--- src/rtl/dmem_arbiter_pkg.sv ---
// Shared definitions for the data-memory arbiter: port indices, owner encoding,
// default widths and the hold-counter saturating increment.
package dmem_arbiter_pkg;

    localparam int DEF_ADDR_W = 10;
    localparam int DEF_DATA_W = 10;
    localparam int HOLD_W     = 4;

    localparam int PORT_CPU = 0;
    localparam int PORT_LDR = 1;

    typedef enum logic [1:0] {
        IDLE = 2'b00,
        OWN0 = 2'b01,
        OWN1 = 2'b10
    } owner_e;

    function automatic logic [HOLD_W-1:0] hold_inc(input logic [HOLD_W-1:0] cnt,
                                                   input logic [HOLD_W-1:0] max);
        return (cnt >= max) ? max : cnt + 1'b1;
    endfunction

endpackage

--- src/rtl/dmem_rr_sched.sv ---
// Bounded-hold round-robin scheduler with lock: owns the owner/hold_cnt/last_gnt
// state and produces the combinational grant for the current cycle.
module dmem_rr_sched
    import dmem_arbiter_pkg::*;
#(
    parameter int MAX_HOLD = 4
) (
    input  logic              clk,
    input  logic              rst,
    input  logic              req0,
    input  logic              req1,
    input  logic              lock0,
    input  logic              lock1,
    output logic              gnt0,
    output logic              gnt1,
    output owner_e            owner,
    output logic [HOLD_W-1:0] hold_cnt
);

    localparam logic [HOLD_W-1:0] MAX_HOLD_C = HOLD_W'(MAX_HOLD);

    owner_e            r_owner;
    logic [HOLD_W-1:0] r_hold_cnt;
    logic              r_last_gnt;

    logic              w_gnt0;
    logic              w_gnt1;
    owner_e            w_owner_nxt;
    logic [HOLD_W-1:0] w_hold_nxt;
    logic              w_last_nxt;

    always_comb begin
        w_gnt0 = 1'b0;
        w_gnt1 = 1'b0;
        if (rst) begin
            if (req0 && !req1) begin
                w_gnt0 = 1'b1;
            end else if (req1 && !req0) begin
                w_gnt1 = 1'b1;
            end else if (req0 && req1) begin
                // Lock keeps the owner; otherwise it yields once it has used MAX_HOLD grants.
                case (r_owner)
                    OWN0: begin
                        if (lock0 || (r_hold_cnt < MAX_HOLD_C)) w_gnt0 = 1'b1;
                        else                                    w_gnt1 = 1'b1;
                    end
                    OWN1: begin
                        if (lock1 || (r_hold_cnt < MAX_HOLD_C)) w_gnt1 = 1'b1;
                        else                                    w_gnt0 = 1'b1;
                    end
                    default: begin
                        if (r_last_gnt) w_gnt0 = 1'b1;
                        else            w_gnt1 = 1'b1;
                    end
                endcase
            end
        end
    end

    always_comb begin
        w_owner_nxt = IDLE;
        w_hold_nxt  = '0;
        w_last_nxt  = r_last_gnt;
        if (w_gnt0) begin
            w_owner_nxt = OWN0;
            w_hold_nxt  = (r_owner == OWN0) ? hold_inc(r_hold_cnt, MAX_HOLD_C) : HOLD_W'(1);
            w_last_nxt  = 1'b0;
        end else if (w_gnt1) begin
            w_owner_nxt = OWN1;
            w_hold_nxt  = (r_owner == OWN1) ? hold_inc(r_hold_cnt, MAX_HOLD_C) : HOLD_W'(1);
            w_last_nxt  = 1'b1;
        end
    end

    always_ff @(posedge clk) begin
        if (!rst) begin
            r_owner    <= IDLE;
            r_hold_cnt <= '0;
            r_last_gnt <= 1'b1;
        end else begin
            r_owner    <= w_owner_nxt;
            r_hold_cnt <= w_hold_nxt;
            r_last_gnt <= w_last_nxt;
        end
    end

    assign gnt0     = w_gnt0;
    assign gnt1     = w_gnt1;
    assign owner    = r_owner;
    assign hold_cnt = r_hold_cnt;

endmodule

--- src/rtl/dmem_arbiter.sv ---
// Two-port arbiter for the single data-memory port: CPU on port 0, loader on port 1.
// reqX/gntX: the access happens in the cycle gntX is high; a stalled requester holds its request stable.
module dmem_arbiter
    import dmem_arbiter_pkg::*;
#(
    parameter int ADDR_W   = DEF_ADDR_W,
    parameter int DATA_W   = DEF_DATA_W,
    parameter int MAX_HOLD = 4
) (
    input  logic              clk,
    input  logic              rst,
    input  logic              req0,
    input  logic              we0,
    input  logic              lock0,
    input  logic [ADDR_W-1:0] addr0,
    input  logic [DATA_W-1:0] wdata0,
    output logic              gnt0,
    output logic              stall0,
    output logic              rvalid0,
    output logic [DATA_W-1:0] rdata0,
    input  logic              req1,
    input  logic              we1,
    input  logic              lock1,
    input  logic [ADDR_W-1:0] addr1,
    input  logic [DATA_W-1:0] wdata1,
    output logic              gnt1,
    output logic              stall1,
    output logic              rvalid1,
    output logic [DATA_W-1:0] rdata1,
    output logic              ram_we,
    output logic [ADDR_W-1:0] ram_addr,
    output logic [DATA_W-1:0] ram_wdata,
    input  logic [DATA_W-1:0] ram_rdata,
    output logic [1:0]        dbg_owner,
    output logic [HOLD_W-1:0] dbg_hold_cnt
);

    logic              w_gnt0;
    logic              w_gnt1;
    owner_e            w_owner;
    logic [HOLD_W-1:0] w_hold_cnt;

    logic              r_rvalid0;
    logic              r_rvalid1;
    logic [DATA_W-1:0] r_rdata0;
    logic [DATA_W-1:0] r_rdata1;

    dmem_rr_sched #(
        .MAX_HOLD (MAX_HOLD)
    ) u_sched (
        .clk      (clk),
        .rst      (rst),
        .req0     (req0),
        .req1     (req1),
        .lock0    (lock0),
        .lock1    (lock1),
        .gnt0     (w_gnt0),
        .gnt1     (w_gnt1),
        .owner    (w_owner),
        .hold_cnt (w_hold_cnt)
    );

    always_comb begin
        ram_we    = 1'b0;
        ram_addr  = '0;
        ram_wdata = '0;
        if (w_gnt0) begin
            ram_we    = we0;
            ram_addr  = addr0;
            ram_wdata = wdata0;
        end else if (w_gnt1) begin
            ram_we    = we1;
            ram_addr  = addr1;
            ram_wdata = wdata1;
        end
    end

    always_ff @(posedge clk) begin
        if (!rst) begin
            r_rvalid0 <= 1'b0;
            r_rvalid1 <= 1'b0;
            r_rdata0  <= '0;
            r_rdata1  <= '0;
        end else begin
            r_rvalid0 <= w_gnt0 & ~we0;
            r_rvalid1 <= w_gnt1 & ~we1;
            if (w_gnt0 && !we0) r_rdata0 <= ram_rdata;
            if (w_gnt1 && !we1) r_rdata1 <= ram_rdata;
        end
    end

    // A read return pending when reset arrives is suppressed in that same cycle.
    assign rvalid0 = r_rvalid0 & rst;
    assign rvalid1 = r_rvalid1 & rst;
    assign rdata0  = r_rdata0;
    assign rdata1  = r_rdata1;

    assign gnt0   = w_gnt0;
    assign gnt1   = w_gnt1;
    assign stall0 = rst & req0 & ~w_gnt0;
    assign stall1 = rst & req1 & ~w_gnt1;

    assign dbg_owner    = w_owner;
    assign dbg_hold_cnt = w_hold_cnt;

endmodule

--- config.mk ---
export PLATFORM = sky130hd
export DESIGN_NAME = dmem_arbiter
export DESIGN_NICKNAME = d
export VERILOG_FILES = /design/src/rtl/dmem_arbiter_pkg.sv /design/src/rtl/dmem_rr_sched.sv /design/src/rtl/dmem_arbiter.sv
export SDC_FILE = /design/constraint.sdc
export NUM_CORES = 1
export LEC_CHECK = 0
export CORE_ASPECT_RATIO = 0.8
export CORE_MARGIN = 1.5
export CORE_UTILIZATION = 33
export CTS_CLUSTER_DIAMETER = 40
export CTS_CLUSTER_SIZE = 8
export DETAILED_ROUTE_END_ITERATION = 8
export PLACE_DENSITY = 0.78
export RECOVER_POWER = 100
export SKIP_LAST_GASP = 1
export SLEW_MARGIN = 20
export SYNTH_ARGS = -nofsm -noshare
export SYNTH_HDL_FRONTEND = slang
export SYNTH_SLANG_ARGS = --single-unit
--- constraint.sdc ---
create_clock -name clk -period 2.1 [get_ports clk]
set_clock_uncertainty 0.05 [all_clocks]
set_input_delay 0.42 -clock clk [delete_from_list [all_inputs] [get_ports clk]]
set_output_delay 0.42 -clock clk [all_outputs]
set_load 0.03 [all_outputs]
==> flow_summary.toml <==
[clocking]
cts-root-buf = "clkbuf_8"
numCtsBuffers = 5
clk_latency_ns = 0.28
cts_buffer_depth = 2
htreeDepth = 2
cts_sinks = 29
cts_tree = "built"
clkTransAtPathRegs_ns = 0.06

[route]
drt_drc_violations_left = 0
wirelength_um = 7510
vias_per_cell = 5.39
wl_per_cell_um = 18.9
drtPass1Iterations = 4
dr_total_vias = 2145
first_iter_violations = 182
ant_nets = 0

[yosys]
yosys_warnings = 0
synth_nets = 248
ys_ff_latch = 29
ys_seq_area_share_pct = 34.4
avgSynthCellArea_um2 = 9.03
synth_cell_types = 41
synth_ff_type = "dfxtp_1"
synth_area_mm2 = 0.00169
synth_edf_count = 0
postSynthCellCount = 187
synth-async-reset-ratio_pct = 0

[critical_path]
endpoint_kind = "output port"
r2r_cells = 9
crit_start = "u_sched.owner[0]"
r2r-start = "u_sched.owner[0]"
ff2ff_setup_slack_ns = 0.05
r2r_end = "u_sched.hold_cnt[0]"
cp.arrival_ns = 2.20
critPathKind = "flip-flop to output port"
endpoint = "ram_addr[9]"
crit_required_ns = 1.63
crit_path_start_kind = "flip-flop"
cp_max_fo = 8

[hold_path]
min_from = "rdata0[0]"
hp-class = "flip-flop to flip-flop"

[global_route]
antenna_found_initial = 0
grt_pass1_vias = 2114
grtUsageTotal_pct = 26.2
gr-total-overflow = 0
grt_max_degree = 25
grt_pass1_wl_um = 11200

[pwr]
power_density_mw_per_mm2 = 634
ir_drop_uv = 542
design_power_total_mw = 2.20
p_leak_nw = 1.51

[die]
core_mm2 = 0.00498
rows = 23
pin_count = 111
start_util_pct = 33.9
dieArea_mm2 = 0.00556
die_h_um = 67.0
die_w_um = 83.0

[status]
violations = "setup timing"
status = "finished, violations left"

[sta]
tightest_slew_ns = 0.713
period_share_pct = 127
setup_viol = 24
slew_viol_final = 0
hold_viol = 0
setup_ws_ns = -0.568
rsz0062_at_grt = "true"
fmax_mhz = 375
fin_tns_setup_ns = -11.01
slew_headroom_pct = 52.3
min_period_ns = 2.67

[finish]
fillCellCount = 351
nNetsFinal = 396
final_common_cell = "clkdlybuf4s50_1"
layout_common_cells = "clkdlybuf4s50_1 (78), buf_4 (33), buf_6 (26)"
design_area_mm2 = 0.00348
register_area_um2 = 591
multiInputGateArea_mm2 = 0.00114
area_growth_pct = 106
layout-drive-gt1-share_pct = 33.4

[placed_design]
dp_hpwl_um = 4400
placed_area_mm2 = 0.00299
port_buffers = 110
routabilityCongestion = 0.821

[job]
maxCapViolCount = 0
[per-stage QoR]
stage | util, % | std cells | setup slack (ns) | hold WS, ns
final | 69.8 | 398 | -0.568 | 0.406
after global placement | 60.1 | 369 | -1.10 | 0.393
after detailed placement | 60.1 | 369 | -1.15 | 0.399
after floorplan | - | 187 | -0.394 | 0.404
after CTS | 68.9 | 395 | -0.528 | 0.408
after global routing | 69.8 | 397 | -0.610 | 0.420
[routing by layer]
metal / vias up / part of all wire [%] / track usage [%]
met4: 0 / 3.1 / 10.8
met3: 28 / 6.1 / 6.07
met5: - / 0 / 0
met2: 95 / 51 / 45.2
met1: 1038 / 40 / 31.9
li1: 984 / - / -
[synthesized netlist by cell type, types with 3 or more instances]
master	instances	area [um^2]
and3_1	18	113
dfxtp_1	29	581
inv_1	16	60.1
o31ai_1	4	30.0
nand3_1	3	15.0
clkbuf_1	4	15.0
and2_1	3	18.8
nand2_1	21	78.8
mux2i_1	20	200
buf_2	3	15.0
ha_1	3	37.5
buf_6	7	78.8
nor2_1	3	11.3
a31o_1	19	166
[registers in the layout, summed over array words and instances (netlist names)]
signal,flops
rdata1,10
u_sched.r_last_gnt,1
u_sched.owner,2
r_rvalid1,1
rdata0,10
r_rvalid0,1
u_sched.hold_cnt,4
[where the power goes]
group / internal [mW] / switching, mW
sequential: 0.597 / 0.0346
clock: 0.259 / 0.202
combinational: 0.553 / 0.558
[cells by family (layout without fill, tap and decap cells)]
| kind of cell | count (synthesis) | in the layout | synth area share [%] |
|---|---|---|---|
| multiplexers | 20 | 20 | 11.9 |
| AND/OR/NAND/NOR | 54 | 57 | 16.5 |
| AO/OA/AOI/OAI | 48 | 50 | 24.1 |
| flip-flops | 29 | 29 | 34.4 |
| buffers and inverters | 32 | 175 | 10.7 |
| other | 1 | 2 | 0.222 |
| adder cells (fa/ha/maj) | 3 | 3 | 2.22 |
[layout make-up]
cell class / instances / share of cell area [%]
diodes: 1 / 0.0720
well taps: 62 / 2.23
flip-flops and latches: 29 / 17.0
repair buffers: 151 / 43.4
multi-input cells: 131 / 32.9
inverters: 17 / 2.02
clock buffers: 7 / 2.48
[worst max-delay path, stage by stage (launching register included)]
cell     delay [ns]
dfxtp_4        0.34
inv_2          0.04
ha_4           0.24
a21bo_4        0.24
a221o_4        0.41
buf_4          0.17
nand2_4        0.09
buf_4          0.12
a31o_4         0.15
buf_6          0.12
[worst min path at each step]
stage | endpoint | slack, ns | cells after the start
3_5_place_dp | rdata0[0] | 0.40 | 2
6_report | rdata0[0] | 0.41 | 2
5_1_grt | rdata0[0] | 0.42 | 2
3_3_place_gp | rdata0[9] | 0.39 | 2
4_1_cts | rdata0[0] | 0.41 | 2
2_1_floorplan | u_sched.r_last_gnt | 0.40 | 2
[what timing repair did]
item	in CTS	in global routing
gates cloned	9	0
buffers inserted	10	2
endpoints found under the hold margin	0	0
pin swaps	23	5
hold buffers	0	0
resized for setup	150	8
endpoints found under the setup margin	39	35
(Power assumes the default switching activity.)
